===== config.mk =====
export PLATFORM = sky130hd
export DESIGN_NAME = swap_scheduler
export DESIGN_NICKNAME = d
export VERILOG_FILES = /design/src/rtl/swap_scheduler.sv
export SDC_FILE = /design/constraint.sdc
export NUM_CORES = 1
export LEC_CHECK = 0
export CORE_MARGIN = 10
export CORE_UTILIZATION = 35
export DETAILED_ROUTE_END_ITERATION = 10
export PLACE_DENSITY = 0.67
export SETUP_SLACK_MARGIN = 0.15
export SYNTH_ARGS = -nofsm -noshare
export SYNTH_HDL_FRONTEND = slang
export SYNTH_SLANG_ARGS = --single-unit

===== constraint.sdc =====
create_clock -name clk -period 5.9 [get_ports clk]
set_input_delay 1.18 -clock clk [delete_from_list [all_inputs] [get_ports clk]]
set_output_delay 1.18 -clock clk [all_outputs]
set_load 0.01 [all_outputs]

===== src/rtl/swap_scheduler.sv =====
// Node-exchange local-search driver: walks every legal (i,j) pair of the tour, feeds the six
// neighbour coordinates to a checkswap evaluator and swaps tour[i]/tour[j] on an improving verdict.
module swap_scheduler #(
    parameter int N          = 16,
    parameter int IW         = 4,
    parameter int CW         = 32,
    parameter int MAX_PASS   = 8,
    parameter int WAIT_LIMIT = 64
) (
    input  logic          clk,
    input  logic          rst,
    input  logic          start,
    output logic          busy,
    output logic          done,
    output logic          err,
    output logic [IW-1:0] coord_addr,
    input  logic [CW-1:0] coord_x,
    input  logic [CW-1:0] coord_y,
    output logic          cs_rst,
    output logic [CW-1:0] cs_x1,
    output logic [CW-1:0] cs_x2,
    output logic [CW-1:0] cs_x3,
    output logic [CW-1:0] cs_x4,
    output logic [CW-1:0] cs_x5,
    output logic [CW-1:0] cs_x6,
    output logic [CW-1:0] cs_y1,
    output logic [CW-1:0] cs_y2,
    output logic [CW-1:0] cs_y3,
    output logic [CW-1:0] cs_y4,
    output logic [CW-1:0] cs_y5,
    output logic [CW-1:0] cs_y6,
    input  logic          cs_res,
    input  logic          cs_complete,
    input  logic [IW-1:0] rd_pos,
    output logic [IW-1:0] rd_city,
    output logic [15:0]   swap_count,
    output logic [7:0]    pass_count,
    output logic [2:0]    dbg_state
);
    // Evaluator handshake: coordinates are stable from KICK until WAIT is left; cs_rst low
    // marks an active evaluation and the first cs_complete seen in WAIT carries the verdict.
    typedef enum logic [2:0] {
        S_IDLE, S_FETCH, S_KICK, S_WAIT, S_APPLY, S_NEXT, S_DONE
    } state_t;

    localparam int WW = $clog2(WAIT_LIMIT + 1);

    state_t        state, state_nxt;
    logic [IW-1:0] tour [N];
    logic [IW-1:0] pi, pj;
    logic [2:0]    fcnt;
    logic [WW-1:0] wcnt;
    logic          verdict, pass_improved;
    logic [CW-1:0] sx [6];
    logic [CW-1:0] sy [6];

    logic [IW-1:0] slot_pos, jmax;
    logic          at_jmax, last_pair, wait_expire, restart;
    logic [7:0]    pc_inc;

    always_comb begin
        case (fcnt)
            3'd0:    slot_pos = (pi == '0) ? IW'(N - 1) : pi - 1'b1;
            3'd1:    slot_pos = pi;
            3'd2:    slot_pos = pi + 1'b1;
            3'd3:    slot_pos = pj - 1'b1;
            3'd4:    slot_pos = pj;
            default: slot_pos = (pj == IW'(N - 1)) ? '0 : pj + 1'b1;
        endcase
    end

    // The wrap-around pair (0,N-1) is excluded, so row 0 stops one column early.
    assign jmax        = (pi == '0) ? IW'(N - 2) : IW'(N - 1);
    assign at_jmax     = (pj == jmax);
    assign last_pair   = at_jmax && (pi == IW'(N - 3));
    assign wait_expire = (wcnt == WW'(WAIT_LIMIT - 1));
    assign pc_inc      = pass_count + 8'd1;
    assign restart     = pass_improved && (int'(pc_inc) < MAX_PASS);

    always_ff @(posedge clk) begin
        if (rst) state <= S_IDLE;
        else     state <= state_nxt;
    end

    always_comb begin
        state_nxt  = state;
        busy       = 1'b0;
        done       = 1'b0;
        cs_rst     = 1'b1;
        coord_addr = '0;
        case (state)
            S_IDLE: if (start) state_nxt = S_FETCH;
            S_FETCH: begin
                busy = 1'b1;
                if (fcnt < 3'd6) coord_addr = tour[slot_pos];
                else             state_nxt  = S_KICK;
            end
            S_KICK: begin
                busy      = 1'b1;
                state_nxt = S_WAIT;
            end
            S_WAIT: begin
                busy   = 1'b1;
                cs_rst = 1'b0;
                if (cs_complete || wait_expire) state_nxt = S_APPLY;
            end
            S_APPLY: begin
                busy      = 1'b1;
                state_nxt = S_NEXT;
            end
            S_NEXT: begin
                busy      = 1'b1;
                state_nxt = (!last_pair || restart) ? S_FETCH : S_DONE;
            end
            S_DONE: begin
                done      = 1'b1;
                state_nxt = S_IDLE;
            end
            default: state_nxt = S_IDLE;
        endcase
    end

    always_ff @(posedge clk) begin
        if (rst) begin
            for (int k = 0; k < N; k++) tour[k] <= IW'(k);
            for (int k = 0; k < 6; k++) begin
                sx[k] <= '0;
                sy[k] <= '0;
            end
            pi            <= '0;
            pj            <= '0;
            fcnt          <= '0;
            wcnt          <= '0;
            verdict       <= 1'b0;
            pass_improved <= 1'b0;
            err           <= 1'b0;
            swap_count    <= '0;
            pass_count    <= '0;
        end else begin
            case (state)
                S_IDLE: if (start) begin
                    swap_count    <= '0;
                    pass_count    <= '0;
                    err           <= 1'b0;
                    pi            <= '0;
                    pj            <= IW'(2);
                    pass_improved <= 1'b0;
                    fcnt          <= '0;
                end
                S_FETCH: begin
                    fcnt <= fcnt + 3'd1;
                    // ROM answers one cycle late, so slot k lands while slot k+1 is issued.
                    if (fcnt != 3'd0) begin
                        sx[fcnt - 3'd1] <= coord_x;
                        sy[fcnt - 3'd1] <= coord_y;
                    end
                end
                S_KICK: wcnt <= '0;
                S_WAIT: begin
                    wcnt <= wcnt + 1'b1;
                    if (cs_complete) begin
                        verdict <= cs_res;
                    end else if (wait_expire) begin
                        verdict <= 1'b0;
                        err     <= 1'b1;
                    end
                end
                S_APPLY: if (verdict) begin
                    tour[pi]      <= tour[pj];
                    tour[pj]      <= tour[pi];
                    pass_improved <= 1'b1;
                    if (swap_count != 16'hFFFF) swap_count <= swap_count + 16'd1;
                end
                S_NEXT: begin
                    fcnt <= '0;
                    if (!last_pair) begin
                        if (at_jmax) begin
                            pi <= pi + 1'b1;
                            pj <= pi + IW'(3);
                        end else begin
                            pj <= pj + 1'b1;
                        end
                    end else begin
                        pass_count <= pc_inc;
                        if (restart) begin
                            pass_improved <= 1'b0;
                            pi            <= '0;
                            pj            <= IW'(2);
                        end
                    end
                end
                default: ;
            endcase
        end
    end

    assign rd_city   = (int'(rd_pos) < N) ? tour[rd_pos] : '0;
    assign dbg_state = state;
    assign cs_x1 = sx[0];
    assign cs_x2 = sx[1];
    assign cs_x3 = sx[2];
    assign cs_x4 = sx[3];
    assign cs_x5 = sx[4];
    assign cs_x6 = sx[5];
    assign cs_y1 = sy[0];
    assign cs_y2 = sy[1];
    assign cs_y3 = sy[2];
    assign cs_y4 = sy[3];
    assign cs_y5 = sy[4];
    assign cs_y6 = sy[5];
endmodule


== Word-level counts from Yosys, hierarchy flattened ==
Memory sizes are Yosys's and may differ from the RTL's. A register that Yosys moved wholly into a read port is not among the register bits.
Cells that the tools add are included.
Operators by class
  add/subtract/negate cells: 10
  $mul: 0
  div/mod/pow operators: 0
  $lt $le $gt $ge: 2
  eq/ne operators: 26
  shift operators: 0
  muxes and demuxes: 70
  bitwise logic cells: 0
  reductions and logical operators: 30
Operators with widths (count)
  4-bit 2-to-1 mux: 20
  32-bit 2-to-1 mux: 2
  32-bit OR reduction: 2
  16-bit 2-to-1 mux: 3
  16-bit one-hot mux with 2 select lines: 1
  1-bit 2-to-1 mux: 26
  3-bit 2-to-1 mux: 7
  4-bit one-hot mux with 5 select lines: 1
  2-bit inequality test, second input constant: 9
  3-bit one-hot mux with 6 select lines: 1
  16-bit by 1-bit adder with 16-bit output, second input constant: 1
  8-bit 2-to-1 mux: 2
  16-bit inequality test, second input constant: 1
  4-bit one-hot mux with 2 select lines: 2
  8-bit one-hot mux with 2 select lines: 1
  7-bit one-hot mux with 2 select lines: 1
  3-bit by 2-bit equality test with 1-bit output, second input constant: 4
  3-bit equality test, second input constant: 4
  4-bit AND reduction: 3
  2-bit nonzero test: 5
  3-bit one-hot mux with 3 select lines: 1
  3-bit AND reduction: 3
  3-bit nonzero test: 3
  4-bit by 1-bit adder with 4-bit output, second input constant: 2
  other kinds (24): 33
Word-level totals
  bits in registers: 48
  bits in latches: 0
  RAM bits: 448
  memory bits (read-only): 0
  input bits: 73
  output and inout port bits: 423
  logic and storage cells: 151
  memories kept: 3
Memory list
  sx: depth 6, width 32, rd ports 6, clocked after Yosys merged registers in 0, write ports 6, RTL line 54  | logic [CW-1:0] sx [6];
  sy: depth 6, width 32, rd ports 6, clocked after Yosys merged registers in 0, write ports 6, RTL line 55  | logic [CW-1:0] sy [6];
  tour: depth 16, width 4, rd ports 4, clocked after Yosys merged registers in 2, write ports 16, RTL line 49  | logic [IW-1:0] tour [N];

== Logic depth before layout (Yosys ltp) ==
  depth in word-level cells: 8
  gate-level depth with buffers: 14

== Least setup slack after synthesis ==
OpenSTA, ideal clock, no wires.
  path kind: reg2reg
  from: register fcnt[0]
  to: memory sx[4][0] (enable)
  library setup time: 0.499 ns
  arrival: 4.280 ns
  data required time: 5.401 ns
  setup slack: 1.121 ns
  stages on the path, launching flop included: 7
  buffers on the path: 1
  period minus slack after synthesis: 4.779 ns
  path through: dfxtp_1 > inv_1 > ha_1 > xor2_1 > nand3_1 > clkbuf_1 > o21bai_1
RTL lines
  from (decl): RTL line 51  | logic [2:0] fcnt;
  from (signal assigned): RTL line 151  | fcnt <= fcnt + 3'd1;
  to (decl): RTL line 54

== Worst setup path in the final report ==
  from: register fcnt[0]
  to: output coord_addr[2]
Between the ends
  word-level cells in the longest chain between the ends: 5
  elaborated cells between the ends (all ways): 10
Ends and longest elaborated chain
  3-bit equality test, or another cell as far along: RTL line 62  | case (fcnt)
  4-bit one-hot mux with 5 select lines: RTL line 62
  memory 16 x 4 bit
  4-bit 2-to-1 mux (*): RTL line 95  | if (fcnt < 3'd6) coord_addr = tour[slot_pos];
  4-bit 2-to-1 mux (*): RTL line 91  | case (state)
  to (decl): RTL line 16  | output logic [IW-1:0] coord_addr,
Mark *: on every way between the ends. The rest lies on a longest branch, timed or not.

==> results.yml <==
synth:
  postSynthAreaPerCell_um2: 12.8
  async_reset_ff_frac: 0
  synth-edff-count: 448
  synth_fp_nets: 1811
  synthCells: 1716
  synth_xor_area_frac: 0.0112
  yosysSeqAreaShare: 0.665
  syn_area_um2: 21900
  synth-compound-area-share: 0.0570
  synth-main-ff-cell: "edfxtp_1"
  yosys_warnings: 0
  synth_fa_ha_area_frac: 0.0126
  synth_seq_cells: 504
  synth-simple-area-share: 0.141
  muxShareOfSynthArea: 0.0782
  synth_top_family_by_area: "simple AND/OR/NAND/NOR gates"
  synth_cell_types: 78
job:
  max-cap-violations: 0
floorplanning:
  io_pins: 496
  row_count: 91
  initial_utilization: 0.354
  fp.dieH_um: 270
  die_x_um: 270
  fp.coreArea_um2: 61800
  dieArea_um2: 73000
global_route:
  grt_pass1_wl_mm: 117
  grt_max_degree: 66
  gr-total-overflow: 0
  gr-usage-all-layers: 0.211
  antenna_found_initial: 3
  grt_pass1_vias: 16600
detailed_routing:
  dr.first_iter.drc_count: 1642
  num_vias: 16300
  vias_per_cell: 5.32
  antenna_left: 0
  wl_per_cell_um: 25.9
  wirelength_mm: 79.6
  dr.pass1.iters: 5
  drc_errors: 0
clocking:
  cts.path.max_buffers: 3
  root_buffer: "clkbuf_16"
  cts_buffers: 53
  clkTransAtPathRegs_ns: 0.07
  htree_num_levels: 2
  cts_tree: "yes"
  clk-insertion-delay-late_ns: 0.64
  clock_sinks: 504
outcome:
  outcome: "finished clean"
critical_path:
  critPathCaptureType: "output pin"
  required_ns: 4.72
  startpoint_type: "register"
  worst-setup-path-type: "reg2out"
  arrival_ns: 4.34
  cp_max_fo: 26
power:
  p_comb_frac: 0.148
  p_per_area_nw_per_um2: 297
  leakagePower_nw: 10.1
  p_seq_frac: 0.469
  clockPowerShare: 0.383
  vdd_drop_max_mv: 0.269
  p_int_mw: 6.45
  p_switching_mw: 2.32
  switching_share: 0.265
  p_total_mw: 8.77
placed_design:
  gp_congestion: 0.885
  place_ws_ns: 0.650
  port_buffers: 495
  dp_cells: 2965
  dp_hpwl_mm: 56.3
sta:
  min_period_ns: 5.52
  setup_viol: 0
  slew_headroom: 0.170
  clock_skew_ns: 0.0462
  finalWorstSetupSlack_ns: 0.379
  period_share: 0.936
  worst_pin_slew_ns: 1.24
  hold_viol: 0
  drv_slew: 0
  max_freq_mhz: 181
  rsz0062_at_grt: "false"
  setup_tns_ns: 0
final_layout:
  layout.cells.non_filler: 3070
  final_util: 0.478
  n_fill_cell: 5422
  layout-drive-gt1-share: 0.0914
  nets: 2284
  areaGrowthSynthToFinish_pct: 34.8
min_path:
  hp-class: "reg2reg"
## sequential cells by signal, summed over array words and instances (netlist names), named ones only
register and count:
sx 192, dbg_state 3, fcnt 3, tour 64, sy 192, pass_improved 1
pass_count 8, pi 4, verdict 1, pj 4, swap_count 16, wcnt 7
err 1
## final timing paths
path | startpoint | end | slack (ns) | depth (start not counted)
setup / recovery | fcnt[0]$_SDFFE_PP0P_ | coord_addr[2] | 0.38 | 10
hold / removal | pass_improved$_SDFFE_PP0P_ | pass_improved$_SDFFE_PP0P_ | 0.48 | 2
setup reg to reg | fcnt[0]$_SDFFE_PP0P_ | sx[3][18]$_SDFFCE_PN0P_ | 1.83 | 7
hold reg to reg | pass_improved$_SDFFE_PP0P_ | pass_improved$_SDFFE_PP0P_ | 0.48 | 2
## final cells by class
| class | count | area [um^2] | share of cell area |
|---|---|---|---|
| Clock inverter | 35 | 378 | 0.0128 |
| Tap cell | 837 | 1050 | 0.0355 |
| Clock buffer | 63 | 1360 | 0.0462 |
| Antenna cell | 1 | 2.50 | 0.0000847 |
| Inverter | 79 | 297 | 0.0100 |
| Timing Repair Buffer | 524 | 5190 | 0.176 |
| Sequential cell | 504 | 14600 | 0.494 |
| Multi-Input combinational cell | 1027 | 6670 | 0.226 |
## routing by layer
layer  global-route usage  share of wire  wire length [um]  up-vias
met5                    0        0.00034                27        -
li1                     -              -                 -     7153
met3               0.0707           0.10              8030      159
met2                0.360           0.49             39200      901
met1                0.243           0.37             29200     8117
met4               0.0766          0.039              3070        4
## worst max-delay path, stage by stage, from the launching register on
cell,delay [ns]
dfxtp_1,0.53
inv_1,0.20
ha_1,0.33
o21ba_1,0.27
or2_1,0.26
o22ai_1,0.17
o32a_2,0.55
mux4_2,0.56
nand2b_1,0.15
o21ai_1,0.13
clkdlybuf4s50_1,0.60
## Yosys cell counts (all sizes together) (4+ instances only)
cell type	count	share of area
buf	34	0.0093
nor2	386	0.066
mux2i	35	0.016
edfxtp	448	0.61
xnor2	6	0.0024
nor3b	6	0.0021
a32oi	5	0.0020
a31oi	16	0.0046
a21o	4	0.0014
xor2	22	0.0088
nand3b	21	0.0072
nand2b	9	0.0026
and3	14	0.0040
a21oi	38	0.0087
a22oi	8	0.0027
mux2	13	0.0067
inv	79	0.014
or3	8	0.0023
mux4	54	0.056
or2	4	0.0011
a211o	8	0.0032
nor3	13	0.0037
o31ai	6	0.0029
nor2b	15	0.0043
nand2	130	0.022
nand4	21	0.0060
clkbuf	72	0.013
nand3	33	0.0075
o21a	5	0.0017
ha	22	0.013
o22a	7	0.0028
and2	10	0.0029
o21ai	35	0.0083
o22ai	27	0.0077
o211ai	5	0.0017
dfxtp	56	0.051
a2111oi	4	0.0019
## power groups by stage
stage               Clock, mW  Sequential, mW  Combinational (mW)
floorplan                   0            4.20               0.658
global placement            0            4.18                1.27
detailed placement          0            4.18                1.29
CTS                      3.41            4.11                1.29
global route             3.55            4.12                1.38
finish                   3.36            4.11                1.30
## cell families after synthesis
family | after synthesis
adder cells (fa/ha/maj) | 22
multiplexers | 102
buffers and inverters | 185
AO/OA/AOI/OAI | 185
flip-flops | 504
XOR/XNOR | 28
AND/OR/NAND/NOR | 690
## per-stage QoR
step / hold slack, ns / area [um^2]
6_report: 0.481 / 29500
5_1_grt: 0.535 / 29500
4_1_cts: 0.482 / 29500
3_5_place_dp: 0.472 / 27700
3_3_place_gp: 0.465 / 27700
2_1_floorplan: 0.454 / 21900
## timing repair
action                     CTS  global route
pin swaps                    0             1
setup endpoints to repair    1             4
gates resized for setup      1             0
hold buffers                 0             0
buffers inserted             0             6
## placed cells by master (no fill, tap or decap), types with 11 or more instances in the layout
cell               n
nand3b_1          21
nor3_1            11
dfxtp_1           56
o21ai_1           23
nand4_1           21
nor2b_1           15
a21oi_1           38
clkdlybuf4s50_1  494
clkbuf_16         53
ha_1              22
nand2_1          129
o22ai_1           27
clkinv_2          11
edfxtp_1         448
inv_1             77
nor2_1           385
and3_1            14
xor2_1            22
mux4_2            54
mux2i_1           35
a31oi_1           16
buf_4             27
nand3_1           31
No activity file was read; power rests on OpenSTA's default activity.
